`src/rtl/parc_mem_arb3.sv`:
```
// parc_mem_arb3: round-robin arbiter sharing one memory port among three requesters,
// with in-order response routing through a tag FIFO of granted port ids.
`default_nettype none

module parc_mem_arb3 #(
  parameter int p_addr_sz         = 32,
  parameter int p_data_sz         = 32,
  parameter int p_max_outstanding = 4,
  localparam int c_len_sz = $clog2(p_data_sz/8),
  localparam int c_rq_sz  = 1 + p_addr_sz + c_len_sz + p_data_sz,
  localparam int c_rs_sz  = 1 + c_len_sz + p_data_sz,
  localparam int c_ptr_sz = $clog2(p_max_outstanding),
  localparam int c_cnt_sz = c_ptr_sz + 1
) (
  input  logic                clk,
  input  logic                reset,
  input  logic                req0_val,
  output logic                req0_rdy,
  input  logic [c_rq_sz-1:0]  req0_msg,
  input  logic                req1_val,
  output logic                req1_rdy,
  input  logic [c_rq_sz-1:0]  req1_msg,
  input  logic                req2_val,
  output logic                req2_rdy,
  input  logic [c_rq_sz-1:0]  req2_msg,
  output logic                resp0_val,
  output logic [c_rs_sz-1:0]  resp0_msg,
  output logic                resp1_val,
  output logic [c_rs_sz-1:0]  resp1_msg,
  output logic                resp2_val,
  output logic [c_rs_sz-1:0]  resp2_msg,
  output logic                memreq_val,
  input  logic                memreq_rdy,
  output logic [c_rq_sz-1:0]  memreq_msg,
  input  logic                memresp_val,
  input  logic [c_rs_sz-1:0]  memresp_msg,
  output logic                memresp_rdy,
  output logic [c_cnt_sz-1:0] outstanding,
  output logic                err_orphan
);

  logic [1:0]          ptr_q, ptr_d;
  logic [c_ptr_sz-1:0] head_q, head_d, tail_q, tail_d;
  logic [c_cnt_sz-1:0] cnt_q, cnt_d;
  logic                err_q, err_d;
  logic [1:0]          tags_q [p_max_outstanding];

  logic [2:0] w_val;
  logic       w_can_grant, w_gnt, w_pop, w_orphan;
  logic [1:0] w_gnt_id, w_head_id;

  function automatic logic [1:0] f_mod3_add(input logic [1:0] a, input logic [1:0] b);
    logic [2:0] s;
    s = {1'b0, a} + {1'b0, b};
    return (s >= 3'd3) ? 2'(s - 3'd3) : s[1:0];
  endfunction

  assign w_val       = {req2_val, req1_val, req0_val};
  // Occupancy is sampled before any same-cycle pop, so a full FIFO blocks this cycle.
  assign w_can_grant = reset && memreq_rdy && (cnt_q < c_cnt_sz'(p_max_outstanding));

  always_comb begin
    w_gnt    = 1'b0;
    w_gnt_id = 2'd0;
    for (int k = 0; k < 3; k++) begin
      if (w_can_grant && !w_gnt && w_val[f_mod3_add(ptr_q, 2'(k))]) begin
        w_gnt    = 1'b1;
        w_gnt_id = f_mod3_add(ptr_q, 2'(k));
      end
    end
  end

  always_comb begin
    memreq_msg = req2_msg;
    case (w_gnt_id)
      2'd0:    memreq_msg = req0_msg;
      2'd1:    memreq_msg = req1_msg;
      default: memreq_msg = req2_msg;
    endcase
  end

  assign memreq_val = w_gnt;
  assign req0_rdy   = w_gnt && (w_gnt_id == 2'd0);
  assign req1_rdy   = w_gnt && (w_gnt_id == 2'd1);
  assign req2_rdy   = w_gnt && (w_gnt_id == 2'd2);

  assign w_head_id = tags_q[head_q];
  assign w_pop     = reset && memresp_val && (cnt_q != '0);
  assign w_orphan  = reset && memresp_val && (cnt_q == '0);

  assign memresp_rdy = reset;
  assign resp0_val   = w_pop && (w_head_id == 2'd0);
  assign resp1_val   = w_pop && (w_head_id == 2'd1);
  assign resp2_val   = w_pop && (w_head_id == 2'd2);
  assign resp0_msg   = memresp_msg;
  assign resp1_msg   = memresp_msg;
  assign resp2_msg   = memresp_msg;
  assign outstanding = cnt_q;
  assign err_orphan  = err_q;

  always_comb begin
    ptr_d  = ptr_q;
    head_d = head_q;
    tail_d = tail_q;
    cnt_d  = cnt_q;
    err_d  = err_q | w_orphan;
    if (w_gnt) begin
      ptr_d  = f_mod3_add(w_gnt_id, 2'd1);
      tail_d = tail_q + c_ptr_sz'(1);
    end
    if (w_pop) head_d = head_q + c_ptr_sz'(1);
    case ({w_gnt, w_pop})
      2'b10:   cnt_d = cnt_q + c_cnt_sz'(1);
      2'b01:   cnt_d = cnt_q - c_cnt_sz'(1);
      default: cnt_d = cnt_q;
    endcase
  end

  always_ff @(posedge clk) begin
    if (!reset) begin
      ptr_q  <= 2'd0;
      head_q <= '0;
      tail_q <= '0;
      cnt_q  <= '0;
      err_q  <= 1'b0;
    end else begin
      ptr_q  <= ptr_d;
      head_q <= head_d;
      tail_q <= tail_d;
      cnt_q  <= cnt_d;
      err_q  <= err_d;
    end
  end

  // Tag storage needs no reset: entries are only read while the count says they are valid.
  always_ff @(posedge clk) begin
    if (w_gnt) tags_q[tail_q] <= w_gnt_id;
  end

endmodule

`default_nettype wire

```
`config.mk`:
```
export PLATFORM = sky130hd
export DESIGN_NAME = parc_mem_arb3
export DESIGN_NICKNAME = d
export VERILOG_FILES = /design/src/rtl/parc_mem_arb3.sv
export SDC_FILE = /design/constraint.sdc
export NUM_CORES = 1
export LEC_CHECK = 0
export ABC_CLOCK_PERIOD_IN_PS = 5000
export CAP_MARGIN = 25
export CELL_PAD_IN_SITES_DETAIL_PLACEMENT = 1
export CELL_PAD_IN_SITES_GLOBAL_PLACEMENT = 1
export CORE_AREA = 2 2 166 168
export DETAILED_ROUTE_END_ITERATION = 8
export DIE_AREA = 0 0 168 170
export GPL_TIMING_DRIVEN = 0
export PLACE_DENSITY_LB_ADDON = 0.1
export SKIP_LAST_GASP = 1
export SLEW_MARGIN = 20
export SYNTH_ARGS = -nofsm -noshare
export SYNTH_HDL_FRONTEND = slang
export SYNTH_SLANG_ARGS = --single-unit
```
`constraint.sdc`:
```
create_clock -name clk -period 5 [get_ports clk]
set_clock_uncertainty 0.05 [all_clocks]
set_input_delay 1.25 -clock clk [delete_from_list [all_inputs] [get_ports clk]]
set_output_delay 1.25 -clock clk [all_outputs]
set_load 0.01 [all_outputs]
```
==> results_dict.tcl <==
set metrics [dict create \
    utilization 0.294 \
    ys_warn_count 0 \
    post_drt_wl_per_cell_um 18.4 \
    r2r_cells 12 \
    arrival_ns 3.71 \
    met2_usage 0.279 \
    cts_tree "built" \
    fin_hold_ws_ns 0.431 \
    synthCells 452 \
    grt_usage 0.143 \
    overflow 0 \
    use_met3 0.0705 \
    status "finished with violations" \
    end_kind "output pin" \
    grt_setup_unrepaired "yes" \
    cts.reportedPaths.clkPinSlew_ns 0.05 \
    synthTopCellsByArea "buf_4, nand2_1, a22oi_1, dfxtp_1, edfxtp_1" \
    maxCapViolations 0 \
    grt_most_used_layer "met2" \
    syn-cell-area_um2 3130 \
    wl_um 22100 \
    maxSlewViolCount 0 \
    initial_core_util 0.117 \
    hold_viol 0 \
    use_met1 0.138 \
    drcViolationCount 0 \
    setup-violations-final 2 \
    clk_latency_ns 0.25 \
    synth_most_common_cell "nand2_1" \
    ys_types 38 \
    fin_nets 1118 \
    p_leak_nw 3.57 \
    route.vias.total 4551 \
    grt_pass1_wl_um 30500 \
    cpPeakStageDelay_ns 0.53 \
    setup_ws_ns -0.00850 \
    die_y_um 170 \
    cts_root_buf "clkbuf_16" \
    crit_top_cell "nand2_1" \
    core_um2 26700 \
    path_max_fanout 10 \
    fmax_ghz 0.200 \
    clockBufferDepth 2 \
    synth_top_area_frac 0.254 \
    fin_area_um2 7830 \
    vias_per_cell 3.79 \
    drtAntennaViolNets 0 \
    cts.sinks 20 \
    start_kind "input pin" \
    synthTopCellsByCount "nand2_1, buf_4, a22oi_1, clkbuf_1, ha_1" \
    worstSetupPathType "input pin to output pin" \
    row_count 60 \
    die_w_um 168 \
    ctsHoldBuffers 0 \
    synth_enable_flop_cells 8 \
    port_buffers 390 \
    slew_headroom 0.674 \
    initialDrtViolationCount 118 \
    place_ws_ns -1.67 \
    required_ns 3.70 \
    power.total_mw 1.11 \
    slowest_stage "clkdlybuf4s50_1" \
    placed_cell_area_um2 7460 \
    htree_levels 1 \
    cp.depth 13 \
    vdd_drop_max_uv 97.7 \
    hp-class "flip-flop to flip-flop" \
    fin_crit_ns 5.01 \
    p_per_area_nw_per_um2 142 \
    violations "negative setup slack" \
    antenna_found_initial 2 \
    design.portCount 427 \
    drive_gt1_frac 0.214 \
    worstMarginPinSlew_ns 0.489 \
    grt_pass1_vias 4735 \
    cts_buffers 3 \
    dieArea_um2 28600 \
    grt_max_degree 12 \
    path_cells "dlygate4sd2_1, mux2i_2, o21a_1, nand4_1, a21o_1, ha_4, buf_12, nor2_4, buf_8, clkbuf_8, nand2_1, nand2_1, clkdlybuf4s50_1" \
    area_growth_pct 150 \
    cp_num_buf_inv 5 \
    yosysTopAreaCell "buf_4" \
    async_flop_share 0 \
    crit_family "buffers and inverters" \
    synth_area_per_cell_um2 6.93 \
    synth_nets 709 \
    ys_seq_area_frac 0.153 \
    ys.flop_type "dfxtp_1" \
    dp_hpwl_um 19700 \
    hold_depth 2 \
    first_pass_iters 4 \
    synth_seq_cells 20 \
    period_share 1.00 \
    routabilityCongestion 0.769 \
]
## metrics by stage
step / cells / setup TNS [ns]
6_report: 1202 / -0.00850
5_1_grt: 1201 / -0.272
4_1_cts: 1197 / -1.60
2_1_floorplan: 452 / 0
3_3_place_gp: 1183 / -95.80
3_5_place_dp: 1183 / -97.35
## power breakdown
group	switching [mW]	total, mW	internal, mW
Combinational	0.304	0.751	0.447
Sequential	0.0103	0.191	0.181
Clock	0.0618	0.168	0.107
## worst paths after layout
kind                                            start                          end  slack (ns)
worst max-delay path                         req0_val               memreq_msg[56]      -0.008
worst min-delay path            err_orphan$_SDFF_PN0_        err_orphan$_SDFF_PN0_        0.43
worst max register to register  ptr_q[0]$_SDFFE_PN0P_  outstanding[2]$_SDFFE_PN0P_        2.03
worst min register to register  err_orphan$_SDFF_PN0_        err_orphan$_SDFF_PN0_        0.43
## layout by cell type (no fill, tap or decap), types with 3 or more instances in the layout
master | netlist | routed
a22oi_1 | 67 | 67
clkbuf_16 | 0 | 3
dlygate4sd2_1 | 0 | 29
o2111ai_1 | 3 | 3
buf_6 | 0 | 3
ha_1 | 13 | 11
dfxtp_1 | 12 | 12
nor3b_1 | 4 | 3
a21oi_1 | 4 | 4
clkdlybuf4s50_1 | 0 | 320
buf_4 | 106 | 122
nor3_1 | 3 | 3
nand2_1 | 143 | 143
and2_1 | 7 | 7
xor2_1 | 3 | 3
o21ai_0 | 6 | 4
dlymetal6s2s_1 | 0 | 20
edfxtp_1 | 8 | 8
nor2_1 | 9 | 8
or4_1 | 3 | 3
clkbuf_4 | 0 | 4
clkbuf_2 | 0 | 21
nand3b_1 | 4 | 4
inv_1 | 9 | 9
mux2i_2 | 1 | 3
clkbuf_8 | 0 | 10
## worst min-delay path, delay by kind of cell, from the launching register on
kind	cells	cell delay [ns]
AOI/OAI and AO/OA	1	0.04
DFF	1	0.33
and+or+nand+nor	1	0.07
## state kept, by name, indices dropped and copies added (netlist names), named ones only
name	count
tags_q	8
outstanding	3
head_q	2
ptr_q	2
tail_q	2
err_orphan	1
## layout make-up
class | count | area, µm²
fillers | 3173 | 18800
repair buffers | 407 | 3970
multi-input cells | 291 | 1790
plain buffers | 128 | 1040
flip-flops and latches | 20 | 480
well taps | 341 | 427
clock buffers | 3 | 75.1
inverters | 10 | 37.5
clock inverters | 1 | 3.75
diodes | 1 | 2.50
## layer usage
metal / up-vias / share of wire / routed length, µm
li1: 2249 / - / -
met1: 2083 / 0.34 / 7420
met2: 195 / 0.54 / 11900
met3: 20 / 0.11 / 2470
met4: 4 / 0.013 / 281
met5: - / 0.0013 / 29
## repair_timing
item	CTS	global route
cloned	0	0
setup endpoints to repair	70	42
resized for setup	122	63
pin swaps	10	3
setup buffers	13	4
## cell families (layout without fill, tap and decap cells)
logic type / after synthesis / after routing / share of synthesized area
AOI/OAI and AO/OA: 89 / 89 / 0.213
adders and majority gates: 14 / 14 / 0.0584
buffers and inverters: 141 / 549 / 0.297
DFF: 20 / 20 / 0.153
other: 0 / 1 / 0
and+or+nand+nor: 178 / 178 / 0.238
muxes: 6 / 6 / 0.0284
xor gates and xnor gates: 4 / 4 / 0.0112
Power figures use the tool's default switching activity.
